File: src/rtl/perceptron_pkg.sv
// Shared types and helpers for the perceptron layer: Q8.8 weight type,
// controller state encoding and the signed 16-bit saturation function.
package perceptron_pkg;

  localparam int FRAC_BITS = 8;
  localparam int SAT_W     = 48;

  typedef logic signed [15:0] weight_t;

  typedef enum logic [2:0] {
    S_IDLE,
    S_FWD,
    S_RES,
    S_ERR,
    S_BWD,
    S_FBK
  } state_t;

  function automatic weight_t sat16(input logic signed [SAT_W-1:0] v);
    if (v > SAT_W'(32767)) return weight_t'(16'h7fff);
    if (v < SAT_W'(-32768)) return weight_t'(16'h8000);
    return v[15:0];
  endfunction

endpackage

File: src/rtl/perceptron_neuron.sv
// One neuron: N Q8.8 weights plus bias, forward MAC accumulator, activation
// and the per-index weight / one-shot bias update used during training.
module perceptron_neuron
  import perceptron_pkg::*;
#(
  parameter int N        = 2,
  parameter int W        = 8,
  parameter int LR_SHIFT = 0,
  parameter int ACT      = 0,
  parameter int IDX_W    = 2
) (
  input  logic             clk,
  input  logic             rst,
  input  logic             acc_clr,
  input  logic             acc_en,
  input  logic             upd_en,
  input  logic             bias_en,
  input  logic [IDX_W-1:0] idx,
  input  logic [W-1:0]     x_i,
  input  weight_t          e,
  output weight_t          w_i,
  output logic [W-1:0]     res
);

  localparam int ACC_W = 16 + W + $clog2(N) + 2;
  localparam logic signed [SAT_W-1:0] LIN_MAX = {{(SAT_W-W){1'b0}}, {W{1'b1}}};

  weight_t                  w_q [N];
  weight_t                  w_d [N];
  weight_t                  b_q, b_d;
  logic signed [ACC_W-1:0]  acc_q, acc_d, acc_sh;
  logic signed [W:0]        x_s;
  logic signed [16+W:0]     wx, ex, ex_sh;
  logic signed [SAT_W-1:0]  s_ext;
  weight_t                  s, dw, e_sh;

  always_comb begin
    x_s    = {1'b0, x_i};
    w_i    = w_q[idx];
    wx     = w_i * x_s;
    ex     = e * x_s;
    ex_sh  = ex >>> (W + LR_SHIFT);
    e_sh   = e >>> LR_SHIFT;
    dw     = sat16(SAT_W'(ex_sh));

    acc_d = acc_q;
    if (acc_clr) acc_d = '0;
    else if (acc_en) acc_d = acc_q + ACC_W'(wx);

    // Product sum keeps full precision; only the final Q8.8 result saturates
    acc_sh = acc_q >>> W;
    s_ext  = SAT_W'(acc_sh) + SAT_W'(b_q);
    s      = sat16(s_ext);

    res = '0;
    if (ACT == 0) begin
      if (s > 0) res = '1;
    end else begin
      if (s < 0) res = '0;
      else if (SAT_W'(s) > LIN_MAX) res = '1;
      else res = s[W-1:0];
    end

    w_d = w_q;
    if (upd_en) w_d[idx] = sat16(SAT_W'(w_i) + SAT_W'(dw));
    b_d = b_q;
    if (upd_en && bias_en) b_d = sat16(SAT_W'(b_q) + SAT_W'(e_sh));
  end

  always_ff @(posedge clk) begin
    if (rst) begin
      w_q   <= '{default: '0};
      b_q   <= '0;
      acc_q <= '0;
    end else begin
      w_q   <= w_d;
      b_q   <= b_d;
      acc_q <= acc_d;
    end
  end

endmodule

File: src/rtl/perceptron_layer.sv
// Single-layer perceptron with on-line training: forward pass over N inputs,
// optional error intake, back-propagated error output and weight update.
module perceptron_layer
  import perceptron_pkg::*;
#(
  parameter int N        = 2,
  parameter int M        = 1,
  parameter int W        = 8,
  parameter int LR_SHIFT = 0,
  parameter int ACT      = 0
) (
  input  logic                   clk,
  input  logic                   rst,
  input  logic                   en,
  input  logic                   arg_stb,
  output logic                   arg_rdy,
  input  logic [N-1:0][W-1:0]    arg_dat,
  output logic                   res_stb,
  input  logic                   res_rdy,
  output logic [M-1:0][W-1:0]    res_dat,
  input  logic                   err_stb,
  output logic                   err_rdy,
  input  logic [M-1:0][15:0]     err_dat,
  output logic                   fbk_stb,
  input  logic                   fbk_rdy,
  output logic [N-1:0][15:0]     fbk_dat
);

  localparam int IDX_W = $clog2(N + 1);

  state_t                   state_q, state_d;
  logic [IDX_W-1:0]         idx_q, idx_d, i_sel;
  logic [N-1:0][W-1:0]      x_q, x_d;
  logic [M-1:0][15:0]       e_q, e_d;
  logic [M-1:0][W-1:0]      res_q, res_d, res_nrn;
  logic [N-1:0][15:0]       fbk_q, fbk_d;
  weight_t                  w_col [M];
  logic                     arg_fire, res_fire, err_fire, fbk_fire;
  logic                     acc_en, upd_en, bias_en;
  logic signed [31:0]       we_prod;
  logic signed [SAT_W-1:0]  fbk_sum;

  assign arg_rdy  = (state_q == S_IDLE);
  assign err_rdy  = (state_q == S_ERR);
  assign res_stb  = (state_q == S_RES);
  assign fbk_stb  = (state_q == S_FBK);
  assign res_dat  = res_q;
  assign fbk_dat  = fbk_q;
  assign arg_fire = arg_stb && arg_rdy;
  assign res_fire = res_stb && res_rdy;
  assign err_fire = err_stb && err_rdy;
  assign fbk_fire = fbk_stb && fbk_rdy;
  assign i_sel    = (idx_q == IDX_W'(N)) ? '0 : idx_q;
  assign acc_en   = (state_q == S_FWD) && (idx_q != IDX_W'(N));
  assign upd_en   = (state_q == S_BWD);
  assign bias_en  = (idx_q == '0);

  for (genvar j = 0; j < M; j++) begin : g_nrn
    perceptron_neuron #(
      .N(N), .W(W), .LR_SHIFT(LR_SHIFT), .ACT(ACT), .IDX_W(IDX_W)
    ) u_nrn (
      .clk(clk), .rst(rst), .acc_clr(arg_fire), .acc_en(acc_en),
      .upd_en(upd_en), .bias_en(bias_en), .idx(i_sel), .x_i(x_q[i_sel]),
      .e(weight_t'(e_q[j])), .w_i(w_col[j]), .res(res_nrn[j])
    );
  end

  always_comb begin
    state_d = state_q;
    idx_d   = idx_q;
    x_d     = x_q;
    e_d     = e_q;
    res_d   = res_q;
    fbk_d   = fbk_q;
    we_prod = '0;
    fbk_sum = '0;
    // Feedback for the current column uses the weights before this cycle's update
    for (int j = 0; j < M; j++) begin
      we_prod = w_col[j] * $signed(e_q[j]);
      fbk_sum = fbk_sum + SAT_W'(we_prod);
    end
    case (state_q)
      S_IDLE: if (arg_fire) begin
        x_d     = arg_dat;
        idx_d   = '0;
        state_d = S_FWD;
      end
      S_FWD: begin
        if (idx_q == IDX_W'(N)) begin
          res_d   = res_nrn;
          idx_d   = '0;
          state_d = S_RES;
        end else begin
          idx_d = idx_q + 1'b1;
        end
      end
      S_RES: if (res_fire) state_d = en ? S_ERR : S_IDLE;
      S_ERR: if (err_fire) begin
        e_d     = err_dat;
        idx_d   = '0;
        state_d = S_BWD;
      end
      S_BWD: begin
        fbk_d[i_sel] = sat16(fbk_sum >>> FRAC_BITS);
        if (idx_q == IDX_W'(N - 1)) begin
          idx_d   = '0;
          state_d = S_FBK;
        end else begin
          idx_d = idx_q + 1'b1;
        end
      end
      S_FBK: if (fbk_fire) state_d = S_IDLE;
      default: state_d = S_IDLE;
    endcase
  end

  always_ff @(posedge clk) begin
    if (rst) begin
      state_q <= S_IDLE;
      idx_q   <= '0;
      res_q   <= '0;
      fbk_q   <= '0;
    end else begin
      state_q <= state_d;
      idx_q   <= idx_d;
      res_q   <= res_d;
      fbk_q   <= fbk_d;
    end
  end

  always_ff @(posedge clk) begin
    x_q <= x_d;
    e_q <= e_d;
  end

endmodule

File: config.mk
export PLATFORM = sky130hd
export DESIGN_NAME = perceptron_layer
export DESIGN_NICKNAME = d
export VERILOG_FILES = /design/src/rtl/perceptron_pkg.sv /design/src/rtl/perceptron_neuron.sv /design/src/rtl/perceptron_layer.sv
export SDC_FILE = /design/constraint.sdc
export NUM_CORES = 2
export LEC_CHECK = 0
export ABC_AREA = 1
export CAP_MARGIN = 15
export CORE_MARGIN = 5
export CORE_UTILIZATION = 60
export DETAILED_ROUTE_END_ITERATION = 12
export GPL_TIMING_DRIVEN = 0
export PLACE_DENSITY = 0.85
export RECOVER_POWER = 25
export SETUP_SLACK_MARGIN = 0.4
export SLEW_MARGIN = 20
export SYNTH_ARGS = -nofsm -noshare
export SYNTH_HDL_FRONTEND = slang
export SYNTH_SLANG_ARGS = --single-unit
File: constraint.sdc
create_clock -name clk -period 17.2 [get_ports clk]
set_input_delay 2.58 -clock clk [delete_from_list [all_inputs] [get_ports clk]]
set_output_delay 2.58 -clock clk [all_outputs]
set_load 0.005 [all_outputs]
==> flow_summary.ini <==
[outcome]
status = finished, final reports clean

[synthesis]
yosysTopAreaCellShare = 0.348
synth.most_common_cell = inv_1
synth_area_leaders = fa_1, inv_1, ha_1, nand2_1, dfxtp_1
synth_top_family_by_area = adder cells
synthFlopType = dfxtp_1
synth_async_sr_flop_share = 0
synth_simple_gate_area_frac = 0.194
yosysUniqueCellTypes = 52
syn-num-nets = 4469
ys_warn_count = 0
synthAdderAreaFrac = 0.452
syn_inst = 3703
synth-edff-count = 32
syn_area_per_cell_um2 = 7.64
yosysSeqAreaShare = 0.114
synth_area_um2 = 28300
synth_seq_cells = 145
synth.mux.area_fraction = 0
synth_area_leader_cell = fa_1
synth_common_cells = inv_1, nand2_1, fa_1, nor2_1, ha_1
synth_compound_area_frac = 0.0787
synth-xor-area-share = 0.0306

[place]
dpl_cell_area_um2 = 29900
routabilityCongestion = 1.08
dpl.hpwl_um = 67800
portBuffers = 81

[timing]
tns_ns = 0
max_freq_mhz = 100
worstMarginPinSlew_ns = 1.26
setup_viol = 0
finalCriticalPeriod_ns = 9.98
rsz0062_at_grt = no
fin_crit_sh = 0.580
clock_skew_ns = 0.0141
max_slew_margin = 0.151
drv_slew = 0
hold_violations = 0

[clocking]
ctsHoldBuffers = 0
clock-root-buffer = clkbuf_16
cts_sinks = 145
cts_buffers = 17
clk_pin_slew_ns = 0.08
cts_tree = yes
clock_path_buffers = 2
cts-resized-gates = 0
htree_levels = 4
cts_setup_buffers = 0
clk-insertion-delay-late_ns = 0.45

[floorplanning]
row_count = 79
die_area_um2 = 51600
die_x_um = 227
start_util = 0.608
core_um2 = 46600
io_pins = 83
die-height_um = 227

[drt]
wl_per_cell_um = 18.5
viasPerCell = 5.66
drtIter0Drc = 2659
wl_met3_um = 10700
m1WireLength_um = 31000
drt_pre_antenna_iters = 6
routed.top_layer = met5
wl_um = 81900
route.vias.total = 25000
ant_nets = 0
drc = 0
wl_met2_um = 35400

[grt]
grtUsageTotal = 0.325
globalRouteOverflowTotal = 0
grt_max_degree = 17
grt_antenna_before_repair = 0
grt_pass1_wl_um = 131000
grt_pass1_vias = 25000

[worst_setup_path]
r2r_cells = 38
critPathCaptureType = flop
r2r_slack_ns = 7.22
path_class = flop to flop
critPathArrivalTime_ns = 10.34
start_kind = flop
max_stage_delay_ns = 0.96
required_ns = 17.56
reg2reg_to = g_nrn[0].u_nrn.w_q[1]
critPathSlowestCell = o21ai_1
r2r-start = idx_q[0]
cpMostUsedCell = nand2_1
critPathMaxFanout = 10

[worst_hold_path]
hp-class = flop to flop
hold_start = g_nrn[0].u_nrn.acc_q[1]
hold_depth = 2
min_to = g_nrn[0].u_nrn.acc_q[1]

[final_layout]
antennaDiodeCount = 0
design_area_um2 = 30400
final_nets = 4569
area_growth_syn_to_layout_pct = 7.59
final_layout_size_suffix_gt1_frac = 0.0218
fin_util = 0.654

[job]
drv_cap = 0
-- placed cells by master, fill, tap and decap left out, types with 3 or more instances in the layout --
master,instances
o21ai_0,116
xor2_1,63
nand2_1,714
nor2_1,463
nand2_2,4
a31oi_1,8
a21oi_1,175
o221ai_1,4
nor4_1,11
inv_6,7
dfxtp_1,113
inv_8,4
buf_2,4
clkbuf_16,17
o221a_2,6
nand3_1,114
or2_2,8
ha_1,235
buf_6,3
dlygate4sd3_1,33
o21a_1,19
a21boi_0,6
inv_1,823
o21bai_1,13
a21o_1,13
buf_4,10
o21ai_1,15
xnor2_1,36
nand3b_1,5
edfxtp_1,32
clkbuf_1,95
clkinv_1,13
o211ai_1,3
buf_1,12
clkdlybuf4s50_1,48
o31ai_1,4
inv_2,4
nor3_1,27
fa_1,492
nand4_1,16
-- kinds of logic (layout without fill, tap and decap cells) --
kind of cell | Yosys count | after routing
AND/OR/NAND/NOR | 1372 | 1372
adder cells (fa/ha/maj) | 727 | 727
XOR/XNOR | 99 | 99
buffers and inverters | 966 | 1079
flip-flops | 145 | 145
AO/OA/AOI/OAI | 394 | 394
-- metal layers --
| layer | track usage | up-vias |
|---|---|---|
| met5 | 0.00922 | - |
| met4 | 0.146 | 2 |
| met3 | 0.104 | 312 |
| met2 | 0.496 | 1495 |
| met1 | 0.428 | 11900 |
| li1 | - | 11300 |
-- sequential cells by signal, summed over array words and instances (netlist names) --
signal / count
idx_q: 2
g_nrn.u_nrn.w_q: 32
x_q: 16
e_q: 16
g_nrn.u_nrn.acc_q: 27
g_nrn.u_nrn.b_q: 16
res_dat: 1
fbk_dat: 32
state_q: 3
-- layout make-up --
class | instances | area (µm²)
tap | 607 | 759
sequential | 145 | 3220
multi-input combinational | 2592 | 21400
clock buffer | 18 | 439
fill | 3794 | 16100
timing repair buffer | 81 | 811
clock inverter | 14 | 136
buffer | 124 | 531
inverter | 842 | 3170
-- worst max-delay path, delay by kind of cell, from the launching register on --
kind,cells,cell delay (ns)
adder cells (fa/ha/maj),6,2.77
AO/OA/AOI/OAI,10,2.75
buffers and inverters,10,2.35
AND/OR/NAND/NOR,11,1.43
flip-flops,1,0.32
XOR/XNOR,1,0.25
-- metrics by stage --
step | cells | setup slack (ns) | hold WS (ns)
after floorplan | 3703 | 9.75 | 0.445
final | 4423 | 7.22 | 0.477
after detailed placement | 4391 | 7.69 | 0.467
after global placement | 4391 | 7.86 | 0.455
after global routing | 4423 | 6.71 | 0.495
after CTS | 4423 | 7.65 | 0.479
-- how the worst max path moves through the flow --
stage,end,slack [ns],from
final,g_nrn[0].u_nrn.w_q[1],7.22,idx_q[0]
after global routing,g_nrn[0].u_nrn.w_q[16],6.71,idx_q[0]
after CTS,g_nrn[0].u_nrn.w_q[16],7.65,idx_q[0]
after detailed placement,g_nrn[0].u_nrn.w_q[16],7.69,idx_q[0]
after global placement,g_nrn[0].u_nrn.w_q[18],7.86,idx_q[0]
after floorplan,g_nrn[0].u_nrn.w_q[2],9.75,idx_q[0]
Power is not shown: default switching activity piles up to over one toggle a cycle in this logic, so the estimate is an artifact.
